<file path="config.mk">
export PLATFORM = sky130hd
export DESIGN_NAME = if_stage
export DESIGN_NICKNAME = d
export VERILOG_FILES = /design/src/rtl/if_stage_pkg.sv /design/src/rtl/if_stage_if_id_reg.sv /design/src/rtl/if_stage.sv
export SDC_FILE = /design/constraint.sdc
export NUM_CORES = 1
export LEC_CHECK = 0
export CAP_MARGIN = 20
export CORE_MARGIN = 3
export CORE_UTILIZATION = 49
export DETAILED_ROUTE_END_ITERATION = 8
export HOLD_SLACK_MARGIN = 0.1
export PLACE_DENSITY_LB_ADDON = 0.25
export SYNTH_ARGS = -nofsm -noshare
export SYNTH_HDL_FRONTEND = slang
export SYNTH_SLANG_ARGS = --single-unit
</file>
<file path="constraint.sdc">
create_clock -name clk -period 2.98 [get_ports clk]
set_input_delay 0.894 -clock clk [delete_from_list [all_inputs] [get_ports clk]]
set_output_delay 0.894 -clock clk [all_outputs]
set_load 0.02 [all_outputs]
</file>
<file path="src/rtl/if_stage_pkg.sv">
// Shared fetch-stage definitions: ISA constants and fetch FSM state encoding.
package if_stage_pkg;

    localparam int unsigned XLEN      = 32;
    localparam logic [31:0] NOP_INSTR = 32'h0000_0013;

    typedef enum logic [1:0] {
        REQ  = 2'd0,
        WAIT = 2'd1,
        DROP = 2'd2,
        HOLD = 2'd3
    } fetch_state_t;

endpackage

</file>
<file path="src/rtl/if_stage_if_id_reg.sv">
// IF/ID pipeline register: flush beats stall; with neither, a missing delivery loads a bubble.
module if_stage_if_id_reg
    import if_stage_pkg::*;
#(
    parameter int unsigned XLEN = if_stage_pkg::XLEN
) (
    input  logic            clk,
    input  logic            rst_n,
    input  logic            flush,
    input  logic            stall,
    input  logic            load,
    input  logic [XLEN-1:0] load_pc,
    input  logic [31:0]     load_instr,
    output logic [XLEN-1:0] pc,
    output logic [XLEN-1:0] pc_plus4,
    output logic [31:0]     instr,
    output logic            valid
);

    always_ff @(posedge clk or negedge rst_n) begin
        if (!rst_n) begin
            pc       <= '0;
            pc_plus4 <= '0;
            instr    <= NOP_INSTR;
            valid    <= 1'b0;
        end else if (flush) begin
            valid <= 1'b0;
            instr <= NOP_INSTR;
        end else if (!stall) begin
            if (load) begin
                pc       <= load_pc;
                pc_plus4 <= load_pc + XLEN'(4);
                instr    <= load_instr;
                valid    <= 1'b1;
            end else begin
                // Bubble keeps the PC fields so the last real PC stays visible.
                valid <= 1'b0;
                instr <= NOP_INSTR;
            end
        end
    end

endmodule

</file>
<file path="src/rtl/if_stage.sv">
// RV32I instruction-fetch stage: PC, single-outstanding imem handshake, hold buffer, IF/ID.
// Optional macro FETCH_PERF_CNT_EN adds fetch/bubble performance counters.
module if_stage
    import if_stage_pkg::*;
#(
    parameter int unsigned     XLEN     = if_stage_pkg::XLEN,
    parameter logic [XLEN-1:0] RESET_PC = '0
) (
    input  logic            clk,
    input  logic            rst_n,
    input  logic            stall_in,
    input  logic            flush_in,
    input  logic [XLEN-1:0] redirect_pc_in,
    output logic            imem_req_out,
    output logic [XLEN-1:0] imem_addr_out,
    input  logic            imem_rvalid_in,
    input  logic [31:0]     imem_rdata_in,
    output logic [XLEN-1:0] pc_id_out,
    output logic [XLEN-1:0] pc_plus4_id_out,
    output logic [31:0]     instr_id_out,
    output logic            valid_id_out
`ifdef FETCH_PERF_CNT_EN
    ,
    output logic [31:0]     fetch_cnt_out,
    output logic [31:0]     bubble_cnt_out
`endif
);

    localparam logic [XLEN-1:0] ALIGN_MASK = ~XLEN'(3);

    fetch_state_t    state_q, state_d;
    logic [XLEN-1:0] pc_q, pc_d;
    logic [XLEN-1:0] pc_req_q, pc_req_d;
    logic [31:0]     hold_q, hold_d;
    logic [XLEN-1:0] hold_pc_q, hold_pc_d;

    logic            req;
    logic            deliver;
    logic [XLEN-1:0] deliver_pc;
    logic [31:0]     deliver_instr;
    logic [XLEN-1:0] redirect_pc;

    assign redirect_pc = redirect_pc_in & ALIGN_MASK;

    always_ff @(posedge clk or negedge rst_n) begin
        if (!rst_n) begin
            state_q   <= REQ;
            pc_q      <= RESET_PC & ALIGN_MASK;
            pc_req_q  <= '0;
            hold_q    <= NOP_INSTR;
            hold_pc_q <= '0;
        end else begin
            state_q   <= state_d;
            pc_q      <= pc_d;
            pc_req_q  <= pc_req_d;
            hold_q    <= hold_d;
            hold_pc_q <= hold_pc_d;
        end
    end

    always_comb begin
        state_d       = state_q;
        pc_d          = pc_q;
        pc_req_d      = pc_req_q;
        hold_d        = hold_q;
        hold_pc_d     = hold_pc_q;
        req           = 1'b0;
        imem_addr_out = pc_q;
        deliver       = 1'b0;
        deliver_pc    = pc_req_q;
        deliver_instr = imem_rdata_in;

        unique case (state_q)
            REQ: begin
                req = !flush_in;
                if (flush_in) begin
                    pc_d = redirect_pc;
                end else begin
                    pc_req_d = pc_q;
                    state_d  = WAIT;
                end
            end
            WAIT: begin
                imem_addr_out = pc_req_q + XLEN'(4);
                if (flush_in) begin
                    pc_d    = redirect_pc;
                    state_d = imem_rvalid_in ? REQ : DROP;
                end else if (imem_rvalid_in) begin
                    if (stall_in) begin
                        hold_d    = imem_rdata_in;
                        hold_pc_d = pc_req_q;
                        state_d   = HOLD;
                    end else begin
                        // Deliver and issue the sequential fetch in the same cycle.
                        deliver  = 1'b1;
                        req      = 1'b1;
                        pc_req_d = pc_req_q + XLEN'(4);
                    end
                end
            end
            DROP: begin
                if (flush_in) pc_d = redirect_pc;
                if (imem_rvalid_in) state_d = REQ;
            end
            HOLD: begin
                if (flush_in) begin
                    pc_d    = redirect_pc;
                    state_d = REQ;
                end else if (!stall_in) begin
                    deliver       = 1'b1;
                    deliver_pc    = hold_pc_q;
                    deliver_instr = hold_q;
                    pc_d          = hold_pc_q + XLEN'(4);
                    state_d       = REQ;
                end
            end
            default: state_d = REQ;
        endcase
    end

    assign imem_req_out = req & rst_n;

    if_stage_if_id_reg #(
        .XLEN(XLEN)
    ) u_if_id_reg (
        .clk        (clk),
        .rst_n      (rst_n),
        .flush      (flush_in),
        .stall      (stall_in),
        .load       (deliver),
        .load_pc    (deliver_pc),
        .load_instr (deliver_instr),
        .pc         (pc_id_out),
        .pc_plus4   (pc_plus4_id_out),
        .instr      (instr_id_out),
        .valid      (valid_id_out)
    );

`ifdef FETCH_PERF_CNT_EN
    always_ff @(posedge clk or negedge rst_n) begin
        if (!rst_n) begin
            fetch_cnt_out  <= '0;
            bubble_cnt_out <= '0;
        end else begin
            if (deliver) fetch_cnt_out <= fetch_cnt_out + 32'd1;
            if (!stall_in && !deliver) bubble_cnt_out <= bubble_cnt_out + 32'd1;
        end
    end
`endif

endmodule
</file>
; ---- Yosys cells after proc, flatten, opt, wreduce, memory -nomap -nowiden
; Cells that the tools add are included.
[totals]
register_bits = 227
elab_cells = 73
input_bits = 69
out_inout_bits = 130
[op_classes]
n_addsub = 3
bitwise = 3
n_reduce_logical = 10
muxes = 35
n_eq_ne = 13
[ops]
columns = cell, n
row1 = $mux W32, 15
row2 = $pmux W32 S2, 2
row3 = $add A32 B3 Y32 const B, 3
row4 = $mux W2, 8
row5 = $ne A2 B2 Y1 const B, 5
row6 = $reduce_and A5 Y1, 2
row7 = $ne A3 B3 Y1 const B, 3
row8 = $pmux W2 S4, 1
row9 = $mux W1, 7
row10 = $reduce_and A3 Y1, 2
row11 = $eq A2 B2 Y1 const B, 2
row12 = $ne A2 B1 Y1 const B, 2
row13 = $pmux W1 S2, 2
row14 = $reduce_and A4 Y1, 1
row15 = $reduce_or A3 Y1, 1
row16 = $eq A2 B1 Y1 const B, 1
row17 = $logic_not A2 Y1, 1
row18 = $not A1 Y1, 2
row19 = $reduce_and A2 Y1, 1
row20 = $reduce_bool A2 Y1, 1
row21 = $and A1 B1 Y1, 1
row22 = $logic_not A1 Y1, 1

; ---- Logic depth before layout (Yosys ltp)
[logic_depth]
depth_word = 7
ltp_mapped = 14
depth_no_buf = 9

; ---- Hierarchy
; Synthesis repeated with hierarchy kept, for this count alone.
[unflattened]
hier_cells = 1278
area_unflattened_um2 = 11691.2
[modules_own_cells]
columns = mod, seq_area_each_um2, cells_each, area_each_um2, n_inst
row1 = if_stage, 3256.9, 887, 7698.6, 1
row2 = if_stage_if_id_reg, 2381.0, 391, 3992.6, 1

; ---- Least setup slack after synthesis
; OpenSTA, ideal clock, no wires.
[synth_timing]
path_type = input-to-reg
startpoint = in flush_in
endpoint = reg u_if_id_reg.pc_plus4[28]
path_stages = 13
path_slack_ns = -0.694
t_required_ns = 2.854
setup_time_ns = 0.126
arrival_time_ns = 3.548
n_path_buf = 4
cell_sequence = buf_4 > nand4bb_1 > buf_6 > buf_2 > clkbuf_1 > nand2_1 > nand2_1 > ha_1 > nand4_1 > nor4b_2 > o21ai_2 > or3_1 > a221o_1
[synth_via]
elab_chain_cells = 3
word_cells_on_any_way = 8
classes_between = add/sub (1) / mux (5) / bitwise (1) / reduce/logical (1)
[synth_rtl]
columns = element, line_no
row1 = from (decl), if_stage.sv:12  ; input logic flush_in,
row2 = $mux W32, if_stage.sv:106  ; if (flush_in) begin
row3 = $mux W32, if_stage.sv:73  ; unique case (state_q)
row4 = via deliver_pc[2], if_stage.sv:39  ; logic [XLEN-1:0] deliver_pc;
row5 = $add A32 B3 Y32, if_stage_if_id_reg.sv:32  ; pc_plus4 <= load_pc + XLEN'(4);
row6 = to (signal assigned), if_stage_if_id_reg.sv:32
row7 = to (decl), if_stage_if_id_reg.sv:15  ; output logic [XLEN-1:0] pc_plus4,
; The timed path passes the listed nets, and every way through them passes these cells.
; A chain may end at the register's enable or synchronous reset.

; ---- Final worst setup path
[layout_timing]
startpoint = reg pc_req_q[13]
endpoint = out imem_addr_out[25]
[layout_via]
elab_chain_cells = 2
[layout_rtl]
columns = element, line_no
row1 = from (decl), if_stage.sv:33  ; logic [XLEN-1:0] pc_req_q, pc_req_d;
row2 = from (signal assigned), if_stage.sv:55  ; pc_req_q <= pc_req_d;
row3 = $add A32 B3 Y32, if_stage.sv:84  ; imem_addr_out = pc_req_q + XLEN'(4);
row4 = $mux W32, if_stage.sv:73
row5 = to (decl), if_stage.sv:15  ; output logic [XLEN-1:0] imem_addr_out,
; No other way between the ends.

==> impl_metrics.env <==
export IMPL_outcome="finished with violations"
export IMPL_violations="setup timing"
export IMPL_cts_root_buf="clkbuf_16"
export IMPL_cts_htree_levels=1
export IMPL_yosysSeqAreaShare_pct=47.4
export IMPL_die_area_um2=26200
export IMPL_synth_area_top_cells="dfrtp_1 46%, mux2_2 7.2%, nand2_1 5.7%"
export IMPL_clock_path_buffers=3
export IMPL_power_mw=12.4
export IMPL_min_path_type="in -> async"
export IMPL_numCtsBuffers=25
export IMPL_vias=10800
export IMPL_core_area_um2=23700
export IMPL_crit_type="reg -> out"
export IMPL_layout_drive_gt1_share_pct=28.3
export IMPL_combPwrFrac_pct=38.6
export IMPL_gr_total_overflow=0
export IMPL_ys_ff_latch=225
export IMPL_start_kind="register"
export IMPL_finalWirelength_um=36800
export IMPL_place_ws_ps=-724
export IMPL_drc=0
export IMPL_fillers=1765
export IMPL_syn_area_per_cell_um2=9.73
export IMPL_ys_flop_type="dfrtp_1"
export IMPL_grt_total_usage_pct=27.1
export IMPL_p_sw_share_pct=35.8
export IMPL_multi_input_comb_area_um2=6240
export IMPL_grt_setup_unrepaired="true"
export IMPL_worstSkewPairLatency_ps=530
export IMPL_peakVddDrop_mv=0.423
export IMPL_dp_hpwl_um=25000
export IMPL_rr_startpoint="pc_req_q[3]$_DFFE_PN0P_"
export IMPL_hold_viol=0
export IMPL_r2r_slack_ps=80
export IMPL_layout_commonest_cell="dfrtp_1"
export IMPL_portBuffers=196
export IMPL_cts_sinks=225
export IMPL_start_util_pct=50.2
export IMPL_final_period_utilization_pct=112
export IMPL_final_antenna_net_count=0
export IMPL_viasPerCell=5.74
export IMPL_end_kind="primary output"
export IMPL_rows=56
export IMPL_r2r_cells=14
export IMPL_cts_tree="yes"
export IMPL_cap_violations=0
export IMPL_switchingPower_mw=4.45
export IMPL_cp_arrival_ps=2430
export IMPL_finalSetupTns_ps=-4850
export IMPL_path_max_fanout=4
export IMPL_internal_power_mw=7.97
export IMPL_stdcell_count=1880
export IMPL_tightest_slew_ps=1010
export IMPL_r2r_end="u_if_id_reg.pc_plus4[27]$_DFFE_PN0P_"
export IMPL_yosys_warnings=0
export IMPL_wl_per_cell_um=19.6
export IMPL_antenna_found_initial=2
export IMPL_final_cell_mix="218 x dfrtp_1, 190 x buf_4, 175 x nand2_1"
export IMPL_grt_pass1_wl_um=57300
export IMPL_synth_nets=1294
export IMPL_nNetsFinal=1614
export IMPL_whs_ps=456
export IMPL_p_per_area_nw_per_um2=741
export IMPL_startpoint="pc_req_q[13]$_DFFE_PN0P_"
export IMPL_grt_pass1_vias=10700
export IMPL_stdcell_area_um2=16800
export IMPL_fmax_mhz=300
export IMPL_regArea_um2=5640
export IMPL_crit_end="imem_addr_out[25]"
export IMPL_place_area_um2=15200
export IMPL_syn_area_um2=11900
export IMPL_seq_power_share_pct=37.3
export IMPL_dp_cells=1795
export IMPL_slew_headroom_pct=32.8
export IMPL_synthArstFlopShare_pct=100
export IMPL_fin_crit_ps=3330
export IMPL_final_util_pct=70.8
export IMPL_clock_skew_ps=15.4
export IMPL_crit_required_ps=2090
export IMPL_io_pins=199
export IMPL_grt_max_degree=117
export IMPL_setup_ws_ps=-349
export IMPL_drtIter0Drc=831
export IMPL_clkTransAtPathRegs_ps=60
export IMPL_yosysUniqueCellTypes=68
export IMPL_synth_edf_count=0
export IMPL_setup_viol=22
export IMPL_power_frac_clock_pct=24.1
export IMPL_die_w_um=162
export IMPL_slew_viol_final=0
export IMPL_drtPass1Iterations=6
export IMPL_synth_largest_area_cell="dfrtp_1"
export IMPL_area_growth_pct=41.0
export IMPL_cellLeakagePower_nw=7.61
export IMPL_synth_cells=1222
export IMPL_die_y_um=162
export IMPL_synth_top_area_share_pct=46.1
export IMPL_place_gp_congestion=0.883
==> registers in the layout, summed over array words and instances, names as in the netlist <==
name,count
pc_q,32
u_if_id_reg.pc_plus4,32
u_if_id_reg.instr,32
u_if_id_reg.pc,30
pc_req_q,32
hold_pc_q,32
hold_q,32
state_q,2
u_if_id_reg.valid,1
==> logic make-up (layout without fill, tap and decap cells) <==
kind of cell,after synthesis,in the layout,share of synthesized area (%)
AND/OR/NAND/NOR,408,408,16.5
AO/OA/AOI/OAI,256,257,13.5
adder cells (fa/ha/maj),3,3,0.316
other,0,1,0
buffers and inverters,120,457,4.36
flip-flops,225,225,47.4
multiplexers,144,144,13.0
XOR/XNOR,66,66,4.86
==> Yosys cell counts, drive strengths merged, types with 28 or more instances <==
master / count
xnor2: 31
xor2: 35
o21ai: 103
nand2: 179
dfrtp: 219
mux2i: 68
clkbuf: 71
nor2: 72
nor3: 28
a21oi: 47
mux2: 76
nand3: 29
buf: 37
==> cell type report <==
type | count | area share, %
clock inverter | 6 | 0.224
multi-input combinational | 878 | 37.2
antenna | 1 | 0.0149
sequential | 225 | 33.6
tap | 319 | 2.38
timing repair buffer | 400 | 21.7
clock buffer | 39 | 4.52
inverter | 12 | 0.269
==> critical path, stage by stage, from the launching register on <==
cell and delay [ps]:
dfrtp_1 410, nand3_2 110, or3_4 440, or4_4 480
xor2_2 180, a21oi_2 140, buf_4 150
==> power by group through the flow <==
stage          sequential (mW)  combinational [mW]  clock, mW
2_1_floorplan             4.82                2.12          0
3_3_place_gp              4.61                4.41          0
3_5_place_dp              4.65                4.50          0
5_1_grt                   4.75                5.10       3.16
4_1_cts                   4.61                4.65       3.03
6_report                  4.64                4.80       2.99
==> repair_timing <==
action / CTS / global route
pin swaps: 36 / 26
buffers inserted: 26 / 15
setup endpoints to repair: 48 / 42
resized for setup: 219 / 48
cloned: 1 / 0
hold buffers: 0 / 0
==> metal layers <==
metal	GRT usage, %	vias to the layer above	wire length, um
met4	7.48	2	998
met2	44.1	481	17100
met1	37.4	5255	15500
li1	-	4973	-
met5	0	-	7
met3	5.51	82	3140
==> worst min path at each step <==
stage / end / startpoint
6_report: u_if_id_reg.pc_plus4[10]$_DFFE_PN0P_ / rst_n
5_1_grt: u_if_id_reg.pc[24]$_DFFE_PN0P_ / u_if_id_reg.pc[24]$_DFFE_PN0P_
4_1_cts: u_if_id_reg.pc[24]$_DFFE_PN0P_ / u_if_id_reg.pc[24]$_DFFE_PN0P_
3_5_place_dp: u_if_id_reg.pc_plus4[2]$_DFFE_PN0P_ / u_if_id_reg.pc_plus4[2]$_DFFE_PN0P_
3_3_place_gp: u_if_id_reg.instr[11]$_DFFE_PN0P_ / u_if_id_reg.instr[11]$_DFFE_PN0P_
2_1_floorplan: hold_q[16]$_DFFE_PN0P_ / hold_q[16]$_DFFE_PN0P_
Power figures use the tool's default switching activity.
==> RTL change: new RTL, same settings <==
The package constant `XLEN` goes from 32 to 40.
--- a/src/rtl/if_stage_pkg.sv
+++ b/src/rtl/if_stage_pkg.sv
@@ -1,7 +1,7 @@
 // Shared fetch-stage definitions: ISA constants and fetch FSM state encoding.
 package if_stage_pkg;
 
-    localparam int unsigned XLEN      = 32;
+    localparam int unsigned XLEN      = 40;
     localparam logic [31:0] NOP_INSTR = 32'h0000_0013;
 
     typedef enum logic [1:0] {
Interface: changed (resized imem_addr_out, pc_id_out, pc_plus4_id_out and redirect_pc_in); port bits go from 199 to 231. No check against the original RTL was run, so the function may have changed too.
==> RTL change against the original RTL <==
The run still ends with negative setup slack left; wire length up 32%; highest routed layer is now met4; sequential cell count is 40 higher; critical path depth up 1; cell area is 22% higher; setup slack worse by 0.066 ns; first-iteration DRC count grew 55%; power is 34% higher; area after synthesis rose by 23%.
==> RTL change: results (changes against the original RTL) <==
metric,value,unit,change
violations,negative setup slack,,unchanged
syn2layout_area_growth,39.5,%,was 41.0%
cp.arrival,2.50,ns,was 2.43 ns
dp_slack,-0.619,ns,was -0.724 ns
reg2reg_depth,11,,was 14
cp-startpoint,pc_req_q[9],,was pc_req_q[13]
n_fill_cell,2281,,was 1765
tns,-6.85,ns,was -4.85 ns
syn_avg_cell_area,9.30,um2,was 9.73 um2
clock_skew,0.0195,ns,was 0.0154 ns
ys_seq_area_share,45.4,%,was 47.4%
drt_iter0_drc,1291,,was 831
final_nets,2033,,was 1614
cts_resized,268,,was 219
cts-root-buf,clkbuf_16,,unchanged
dp_hpwl,35100,um,was 25000 um
clkLatencyLatePin,0.58,ns,was 0.53 ns
grt_pass1_wl,74400,um,was 57300 um
setup_viol,30,,was 22
numPortBuffers,228,,was 196
peakVddDrop,0.539,mV,was 0.423 mV
leakage,9.10,nW,was 7.61 nW
track_usage,29.6,%,was 27.1%
r2r-start,state_q[0],,was pc_req_q[3]
wl,48700,um,was 36800 um
clk_path_buf_depth,3,,unchanged
crit_end,imem_addr_out[38],,was imem_addr_out[25]
vias_per_cell,5.88,,was 5.74
cts_buffers,30,,was 25
drt-wirelength-per-cell,20.7,um,was 19.6 um
worstMarginPinSlew,0.884,ns,was 1.01 ns
firstDrtPassIters,6,,unchanged
async_flop_share,100,%,unchanged
synthFlopType,dfrtp_1,,unchanged
gr-total-overflow,0,,unchanged
status,finished with violations,,unchanged
cts_setup_buffers,22,,was 26
whs,0.333,ns,was 0.456 ns
critPathMaxFanout,5,,was 4
synth_common_cells,"dfrtp_1 (259), nand2_1 (221), nor2_1 (122)",,"was dfrtp_1 (219), nand2_1 (179), o21ai_0 (101)"
grt_pass1_vias,13200,,was 10700
r2r-end,u_if_id_reg.pc_plus4[36],,was u_if_id_reg.pc_plus4[27]
synthDistinctLibCells,74,,was 68
diodes,0,,was 1
placed_area,18700,um2,was 15200 um2
syn_nets,1652,,was 1294
grt_max_degree,108,,was 117
route.detailed.drc,0,,unchanged
post-place-cells,2273,,was 1795
drive_above_1_share,26.9,%,was 28.3%
antenna_found_initial,0,,was 2
cell_internal_pwr,10.3,mW,was 7.97 mW
worst_slack,-0.415,ns,was -0.349 ns
htreeDepth,1,,unchanged
gp_congestion,0.962,,was 0.883
synthTopCellsByArea,"dfrtp_1 (44%), mux2_2 (6.5%), nand2_1 (5.7%)",,"was dfrtp_1 (46%), mux2_2 (7.2%), nand2_1 (5.7%)"
hp-class,in2async,,unchanged
r2r_setup_slack,0.38,ns,was 0.08 ns
==> RTL change: cell types whose count changed after synthesis, moves of 11 or more <==
cell and change:
buf_2 +21, nand4_1 +17, nor2_1 +50, clkbuf_1 +18, xor2_1 -16, nor4_1 +20
and2_1 +12, xnor2_1 +15, dfrtp_1 +40, nand2_1 +42, a21oi_1 +33, mux2i_1 +11
nand3_1 +30
==> RTL change: final cells by class <==
class,count,share of cell area (%)
clock inverter,14,0.994
inverter,8,0.147
tap,384,2.36
timing repair buffer,494,21.6
clock buffer,39,4.14
sequential,265,32.6
multi-input combinational,1154,38.2
==> RTL change: metal layers <==
| metal | global-route usage [%] | share of wire (%) |
|---|---|---|
| met1 | 44.5 | 45 |
| met5 | 0 | 0 |
| met3 | 6.01 | 9.5 |
| met2 | 44.7 | 44 |
| met4 | 5.65 | 1.7 |
==> RTL change: critical path: stages, from the launching register on <==
cell	delay, ns
dfrtp_1	0.43
nand4_4	0.15
nor3_2	0.25
buf_4	0.19
nand4_1	0.14
or3_1	0.41
a31oi_1	0.19
buf_4	0.18
==> RTL change: cells by family (layout without fill, tap and decap cells) <==
group / after synthesis / after routing / synth area share (%)
simple gates: 583 / 583 / 19.2
compound gates: 339 / 339 / 14.8
flops: 265 / 265 / 45.4
mux: 164 / 164 / 12.0
buf+inv: 153 / 555 / 4.52
xor+xnor: 65 / 65 / 3.89
fa+ha+maj: 3 / 3 / 0.257
==> RTL change: power by group through the flow <==
| stage | registers (mW) | clock network [mW] | logic (mW) |
|---|---|---|---|
| after global routing | 5.97 | 4.07 | 7.38 |
| after detailed placement | 5.83 | 0 | 6.52 |
| after floorplan | 5.94 | 0 | 3.15 |
| after CTS | 5.79 | 3.94 | 6.72 |
| final | 5.82 | 3.88 | 6.91 |
| after global placement | 5.78 | 0 | 6.44 |
